--- config.mk ---
export PLATFORM = sky130hd
export DESIGN_NAME = pipelined_controller
export DESIGN_NICKNAME = d
export VERILOG_FILES = /design/src/rtl/pipelined_controller.sv
export SDC_FILE = /design/constraint.sdc
export NUM_CORES = 1
export LEC_CHECK = 0
export CORE_MARGIN = 1
export CORE_UTILIZATION = 42
export CTS_CLUSTER_SIZE = 24
export DETAILED_ROUTE_END_ITERATION = 16
export DONT_BUFFER_PORTS = 1
export SKIP_LAST_GASP = 1
export SYNTH_ARGS = -nofsm -noshare
export SYNTH_HDL_FRONTEND = slang
export SYNTH_SLANG_ARGS = --single-unit
--- constraint.sdc ---
create_clock -name clk -period 3.05 [get_ports clk]
set_input_delay 0.305 -clock clk [delete_from_list [all_inputs] [get_ports clk]]
set_output_delay 0.305 -clock clk [all_outputs]
set_load 0.005 [all_outputs]
--- src/rtl/pipelined_controller.sv ---
// Pipelined ARM control unit: combinational decode in D, control carried through E/M/W
// registers, conditional execution resolved in E against the stored NZCV register.
module pipelined_controller #(
  parameter int unsigned ALUCTRL_W  = 4,
  parameter bit          CMP_TST_EN = 1'b1,
  parameter bit          SPLIT_CV   = 1'b1
) (
  input  logic                 clk,
  input  logic                 reset,
  input  logic [31:0]          InstrD,
  input  logic [3:0]           ALUFlags,
  input  logic                 FlushE,
  output logic [1:0]           RegSrcD,
  output logic [1:0]           ImmSrcD,
  output logic                 ALUSrcE,
  output logic [ALUCTRL_W-1:0] ALUControlE,
  output logic                 MemtoRegE,
  output logic                 BranchTakenE,
  output logic                 RegWriteM,
  output logic                 MemWriteM,
  output logic                 RegWriteW,
  output logic                 MemtoRegW,
  output logic [3:0]           FlagsOut
);

  localparam logic [3:0] AluAnd = 4'b0000;
  localparam logic [3:0] AluOrr = 4'b0001;
  localparam logic [3:0] AluEor = 4'b0010;
  localparam logic [3:0] AluAdd = 4'b0011;
  localparam logic [3:0] AluSub = 4'b1011;

  logic [1:0] op;
  logic [3:0] funct;
  assign op    = InstrD[27:26];
  assign funct = InstrD[24:21];

  // Immediate/register fields are consumed by the datapath, not here.
  logic unused_instr_bits;
  assign unused_instr_bits = ^InstrD[19:0];

  // Decode-stage control
  logic [1:0] reg_src_d, imm_src_d;
  logic       alu_src_d, reg_write_d, mem_write_d, mem_to_reg_d, branch_d;
  logic       flag_write_d, arith_d;
  logic [3:0] alu_op_d;

  // Execute-stage registers
  logic                 valid_e_q, alu_src_e_q, reg_write_e_q, mem_write_e_q, mem_to_reg_e_q;
  logic                 branch_e_q, flag_write_e_q, arith_e_q;
  logic [ALUCTRL_W-1:0] alu_ctrl_e_q;
  logic [3:0]           cond_e_q;

  // Memory / writeback registers and flags
  logic       reg_write_m_q, mem_write_m_q, mem_to_reg_m_q;
  logic       reg_write_w_q, mem_to_reg_w_q;
  logic [3:0] flags_q;

  logic cond_ex, qual_e, branch_taken_e, bubble_e;

  // Main decoder plus ALU decoder, purely from the instruction in D.
  always_comb begin
    reg_src_d    = 2'b00;
    imm_src_d    = 2'b00;
    alu_src_d    = 1'b0;
    alu_op_d     = AluAdd;
    reg_write_d  = 1'b0;
    mem_write_d  = 1'b0;
    mem_to_reg_d = 1'b0;
    branch_d     = 1'b0;
    flag_write_d = 1'b0;
    arith_d      = 1'b0;
    unique case (op)
      2'b00: begin
        reg_write_d  = 1'b1;
        alu_src_d    = InstrD[25];
        flag_write_d = InstrD[20];
        case (funct)
          4'b0000: alu_op_d = AluAnd;
          4'b0001: alu_op_d = AluEor;
          4'b0010: alu_op_d = AluSub;
          4'b0100: alu_op_d = AluAdd;
          4'b1100: alu_op_d = AluOrr;
          default: alu_op_d = AluAdd;
        endcase
        // CMP/TST: compare-only forms, always set flags and never write a register.
        if (CMP_TST_EN && (funct == 4'b1010)) begin
          alu_op_d     = AluSub;
          reg_write_d  = 1'b0;
          flag_write_d = 1'b1;
        end
        if (CMP_TST_EN && (funct == 4'b1000)) begin
          alu_op_d     = AluAnd;
          reg_write_d  = 1'b0;
          flag_write_d = 1'b1;
        end
        arith_d = (alu_op_d == AluAdd) || (alu_op_d == AluSub);
      end
      2'b01: begin
        alu_src_d    = 1'b1;
        imm_src_d    = 2'b01;
        reg_src_d    = 2'b10;
        alu_op_d     = AluAdd;
        reg_write_d  = InstrD[20];
        mem_to_reg_d = InstrD[20];
        mem_write_d  = ~InstrD[20];
      end
      2'b10: begin
        alu_src_d = 1'b1;
        imm_src_d = 2'b10;
        reg_src_d = 2'b01;
        alu_op_d  = AluAdd;
        branch_d  = 1'b1;
      end
      default: begin
        alu_op_d = AluAdd;
      end
    endcase
  end

  // Condition check against the architectural flags (not the in-flight ALU flags).
  always_comb begin
    logic n, z, c, v;
    {n, z, c, v} = flags_q;
    case (cond_e_q)
      4'b0000: cond_ex = z;
      4'b0001: cond_ex = ~z;
      4'b0010: cond_ex = c;
      4'b0011: cond_ex = ~c;
      4'b0100: cond_ex = n;
      4'b0101: cond_ex = ~n;
      4'b0110: cond_ex = v;
      4'b0111: cond_ex = ~v;
      4'b1000: cond_ex = c & ~z;
      4'b1001: cond_ex = ~c | z;
      4'b1010: cond_ex = (n == v);
      4'b1011: cond_ex = (n != v);
      4'b1100: cond_ex = ~z & (n == v);
      4'b1101: cond_ex = z | (n != v);
      4'b1110: cond_ex = 1'b1;
      default: cond_ex = 1'b0;
    endcase
  end

  assign qual_e         = valid_e_q & cond_ex;
  assign branch_taken_e = branch_e_q & qual_e;
  // A taken branch squashes the younger D instruction exactly like a load-use flush.
  assign bubble_e       = FlushE | branch_taken_e;

  // D->E pipeline register; a bubble clears every control bit.
  always_ff @(posedge clk or negedge reset) begin
    if (!reset) begin
      valid_e_q      <= 1'b0;
      alu_src_e_q    <= 1'b0;
      alu_ctrl_e_q   <= '0;
      reg_write_e_q  <= 1'b0;
      mem_write_e_q  <= 1'b0;
      mem_to_reg_e_q <= 1'b0;
      branch_e_q     <= 1'b0;
      flag_write_e_q <= 1'b0;
      arith_e_q      <= 1'b0;
      cond_e_q       <= 4'b0000;
    end else if (bubble_e) begin
      valid_e_q      <= 1'b0;
      alu_src_e_q    <= 1'b0;
      alu_ctrl_e_q   <= '0;
      reg_write_e_q  <= 1'b0;
      mem_write_e_q  <= 1'b0;
      mem_to_reg_e_q <= 1'b0;
      branch_e_q     <= 1'b0;
      flag_write_e_q <= 1'b0;
      arith_e_q      <= 1'b0;
      cond_e_q       <= 4'b0000;
    end else begin
      valid_e_q      <= 1'b1;
      alu_src_e_q    <= alu_src_d;
      alu_ctrl_e_q   <= ALUCTRL_W'(alu_op_d);
      reg_write_e_q  <= reg_write_d;
      mem_write_e_q  <= mem_write_d;
      mem_to_reg_e_q <= mem_to_reg_d;
      branch_e_q     <= branch_d;
      flag_write_e_q <= flag_write_d;
      arith_e_q      <= arith_d;
      cond_e_q       <= InstrD[31:28];
    end
  end

  // E->M->W shift of the qualified control; failed conditions become all-zero slots.
  always_ff @(posedge clk or negedge reset) begin
    if (!reset) begin
      reg_write_m_q  <= 1'b0;
      mem_write_m_q  <= 1'b0;
      mem_to_reg_m_q <= 1'b0;
      reg_write_w_q  <= 1'b0;
      mem_to_reg_w_q <= 1'b0;
    end else begin
      reg_write_m_q  <= reg_write_e_q & qual_e;
      mem_write_m_q  <= mem_write_e_q & qual_e;
      mem_to_reg_m_q <= mem_to_reg_e_q & qual_e;
      reg_write_w_q  <= reg_write_m_q;
      mem_to_reg_w_q <= mem_to_reg_m_q;
    end
  end

  // NZCV register; logical ops may leave C,V untouched when SPLIT_CV is set.
  always_ff @(posedge clk or negedge reset) begin
    if (!reset) begin
      flags_q <= 4'b0000;
    end else if (flag_write_e_q && qual_e) begin
      flags_q[3:2] <= ALUFlags[3:2];
      if (arith_e_q || !SPLIT_CV) begin
        flags_q[1:0] <= ALUFlags[1:0];
      end
    end
  end

  assign RegSrcD      = reg_src_d;
  assign ImmSrcD      = imm_src_d;
  assign ALUSrcE      = alu_src_e_q;
  assign ALUControlE  = alu_ctrl_e_q;
  assign MemtoRegE    = mem_to_reg_e_q;
  assign BranchTakenE = branch_taken_e;
  assign RegWriteM    = reg_write_m_q;
  assign MemWriteM    = mem_write_m_q;
  assign RegWriteW    = reg_write_w_q;
  assign MemtoRegW    = mem_to_reg_w_q;
  assign FlagsOut     = flags_q;

endmodule

==> summary.md <==
| Metric | Value |
|---|---|
| Status | `completed` |
| RSZ-0062 raised after global routing | `no` |
| Synth cell types | `35` |
| Cell Area, Synth | `0.00122 mm2` |
| Comb pwr share | `0.142` |
| Syn nets | `156` |
| Max-cap viol count | `0` |
| Clk_skew | `~0.0014 ns` |
| Syn Area/Cell | `between 10 and 15 um2` |
| # IOs | `58` |
| Worst-path maximum fanout | `10` |
| Clk pwr share | `0.230` |
| Drt via density | `5.60` |
| First-pass GRT wire length | `3390 um` |
| Cell taking the most area after synthesis | `dfrtp_1` |
| Reg power frac | `0.628` |
| Setup violators final | `0` |
| Crit path launch type | `flop` |
| CP endpoint kind | `primary output` |
| Initial antenna violation count | `0` |
| VDD IR max | `292 uV` |
| CTS Hold Bufs | `1` |
| Inserted Clock Buffers | `3` |
| Synthesis-to-layout area growth | `2.26%` |
| Reg2Reg Setup Slack | `0.80 ns` |
| Worst reg-to-reg path cell count | `5` |
| FP Rows | `19` |
| Post-CTS Setup Repair Bufs | `0` |
| Worst R2R Start | `cond_e_q[2]` |
| Placer Congestion | `0.717` |
| Worst hold path depth | `1` |
| Post-DR wirelength/cell | `13.7 um` |
| Slew headroom | `0.322` |
| Area contributors post-synth | `dfrtp_1 (49%), ha_1 (5.1%), mux2_2 (4.6%)` |
| Syn Inst Count | `112` |
| Crit path from | `cond_e_q[2]` |
| Via count | `~790` |
| Post-synth top area share | `0.493` |
| Nets | `about 160` |
| Slew Viols, Final | `0` |
| Longest Clk Path Bufs | `2` |
| Routed WL | `1940 um` |
| Pwr per Cell Area | `about 460 mW/mm2` |
| Detail Placement HPWL | `1480 um` |
| Hold Path Sink | `mem_write_e_q` |
| Final setup TNS | `0 ns` |
| Clk_lat worst skew | `0.30 ns` |
| Root Driver | `clkbuf_4` |
| Share of cells above drive strength 1 | `0.118` |
| Total Routing Usage GR | `0.141` |
| Die X-Extent | `55.8 um` |
| Buffers on Ports | `0` |
| Post-CTS resize count | `0` |
| Hold Crit Class | `primary input to flop` |
| Dpl cell area | `0.00121 mm2` |
| Actual slew at the worst max-slew pin | `1.01 ns` |
| Grt ovf | `0` |
| CTS tree | `done` |
| Die ar. | `just over 0.003 mm2` |
| Final ANT Viol Nets | `0` |
| Clock-pin slew on the worst setup and hold paths | `0.12 ns` |
| Cell Int Power | `0.000418 W` |
| Switch share | `0.266` |
| Vias in the first global route | `783` |
| Synth warnings | `0` |
| H-tree depth | `1` |
| Leak | `0.582 nW` |
| Fmax achieved | `442 MHz` |
| Final Cell Area | `~0.0012 mm2` |
| Synthesized flop and latch total | `24` |
| Die H | `55.8 um` |
| Kind of critical path | `flop to primary output` |
| Critical Path RT | `2.74 ns` |
| Arr. time, crit path | `1.96 ns` |
| Crit share post-route | `0.742` |
| Initial Utilization | `0.441` |
| Switch Pwr | `~0.00015 W` |
| Hold_sp | `InstrD[20]` |
| Antenna diodes | `0` |
| Endpoints failing hold | `0` |
| CTS Sinks | `24` |
| Post-synthesis sequential area ratio | `0.493` |
| Iter 0 DRT Violations | `17` |
| DR DRC count | `0` |
| First-pass DRT Iterations | `4` |
| Fin crit period | `2.26 ns` |
| Core Box Area | `0.00276 mm2` |
| Largest net degree at the start of global routing | `25` |
| Core Util, Final | `0.451` |
| Critical R2R Capture | `ALUControlE[3]` |
-- cell families after synthesis --
| group | count (synthesis) | share of synthesized area |
|---|---|---|
| simple gates | 39 | 0.170 |
| flops | 24 | 0.493 |
| compound gates | 20 | 0.149 |
| buf+inv | 15 | 0.0637 |
| mux | 7 | 0.0627 |
| fa+ha+maj | 5 | 0.0514 |
| other cells | 1 | 0.00308 |
| xor+xnor | 1 | 0.00720 |
-- per-stage QoR --
| step | power, W | hold WS, ns | setup WS, ns | instances |
|---|---|---|---|---|
| 2_1_floorplan | 0.000429 | 0.00941 | 1.09 | 112 |
| 3_3_place_gp | 0.000437 | 0.0100 | 0.847 | 137 |
| 3_5_place_dp | 0.000440 | 0.0100 | 0.783 | 137 |
| 4_1_cts | 0.000579 | 0.0437 | 0.774 | 141 |
| 5_1_grt | 0.000605 | 0.0259 | 0.599 | 141 |
| 6_report | 0.000569 | 0.0554 | 0.788 | 141 |
-- worst max-delay path: stages (launching register included) --
cell and delay [ns]:
dfrtp_1 0.54, mux2_2 0.38, a211oi_2 0.35, o211ai_1 0.18, o22ai_1 0.21
-- how the worst max path moves through the flow --
stage                                end  slack [ns]  cells after the start
after floorplan              FlagsOut[0]        1.09                      6
after global placement     mem_write_e_q        0.85                      5
after detailed placement  ALUControlE[3]        0.78                      5
after CTS                   BranchTakenE        0.77                      4
after global routing      ALUControlE[3]        0.60                      5
final                       BranchTakenE        0.79                      4
-- cell type report --
class | instances | area [um2]
Clock buffer | 3 | 22.5
Inverter | 9 | 33.8
Multi-Input combinational cell | 73 | 539
Timing Repair Buffer | 1 | 10.0
Tap cell | 31 | 38.8
Fill cell | 281 | 1510
Sequential cell | 24 | 601
-- flip-flops by register name, indices dropped and copies added (netlist names) --
register,cells
ALUControlE,3
ALUSrcE,1
FlagsOut,4
MemWriteM,1
MemtoRegE,1
MemtoRegW,1
RegWriteM,1
RegWriteW,1
arith_e_q,1
branch_e_q,1
cond_e_q,4
flag_write_e_q,1
mem_to_reg_m_q,1
mem_write_e_q,1
reg_write_e_q,1
valid_e_q,1
-- layer usage --
layer,vias up,global-route usage,wire [um]
li1,384,-,-
met1,379,0.169,881
met3,2,0.0488,123
met4,0,0.0732,23
met5,-,0,0
met2,24,0.225,909
-- cell usage after synthesis (all sizes together) --
library cell and count:
a311oi 1, nor3b 4, o2111ai 1, o22ai 3
nor3 3, a21oi 3, o21ai 1, nor2b 3
o21ba 1, o221ai 1, ha 5, inv 9
a211oi 3, o211ai 2, dfrtp 24, and3b 2
xnor2 1, nand2b 1, o311ai 1, conb 1
and3 3, a22oi 1, or3b 1, or4b 1
nand3 2, mux2 5, buf 6, nand2 8
nor2 11, a211o 1, o21a 1, mux2i 2
-- placed cells by master (no fill, tap or decap) --
cell type,netlist,final
o311ai_2,1,1
o2111ai_1,1,1
inv_1,9,9
nor3_1,3,3
a211oi_2,1,1
or3b_1,1,1
mux2i_1,2,2
o221ai_2,1,1
a211o_1,1,1
nand3_1,2,2
o21a_1,1,1
nor2b_1,3,3
o21ba_2,1,1
a22oi_1,1,1
a21oi_1,3,3
or4b_1,1,1
clkbuf_4,0,3
a311oi_4,1,1
dlygate4sd3_1,0,1
ha_1,5,5
nor2_1,11,11
and3b_1,2,2
o22ai_1,3,3
nand2_1,8,8
and3_1,3,3
a211oi_1,2,2
dfrtp_1,24,24
o21ai_0,1,1
nand2b_1,1,1
mux2_2,5,5
o211ai_1,2,2
nor3b_1,4,4
conb_1,1,1
xnor2_1,1,1
-- power by group through the flow --
stage	Combinational, W	Clock, W	Sequential, W
after floorplan	0.0000731	0	0.000356
after global placement	0.0000735	0	0.000364
after detailed placement	0.0000756	0	0.000364
after CTS	0.0000827	0.000138	0.000358
after global routing	0.0000936	0.000150	0.000362
final	0.0000811	0.000131	0.000357
Note: power is estimated with default switching activity, not from simulation.
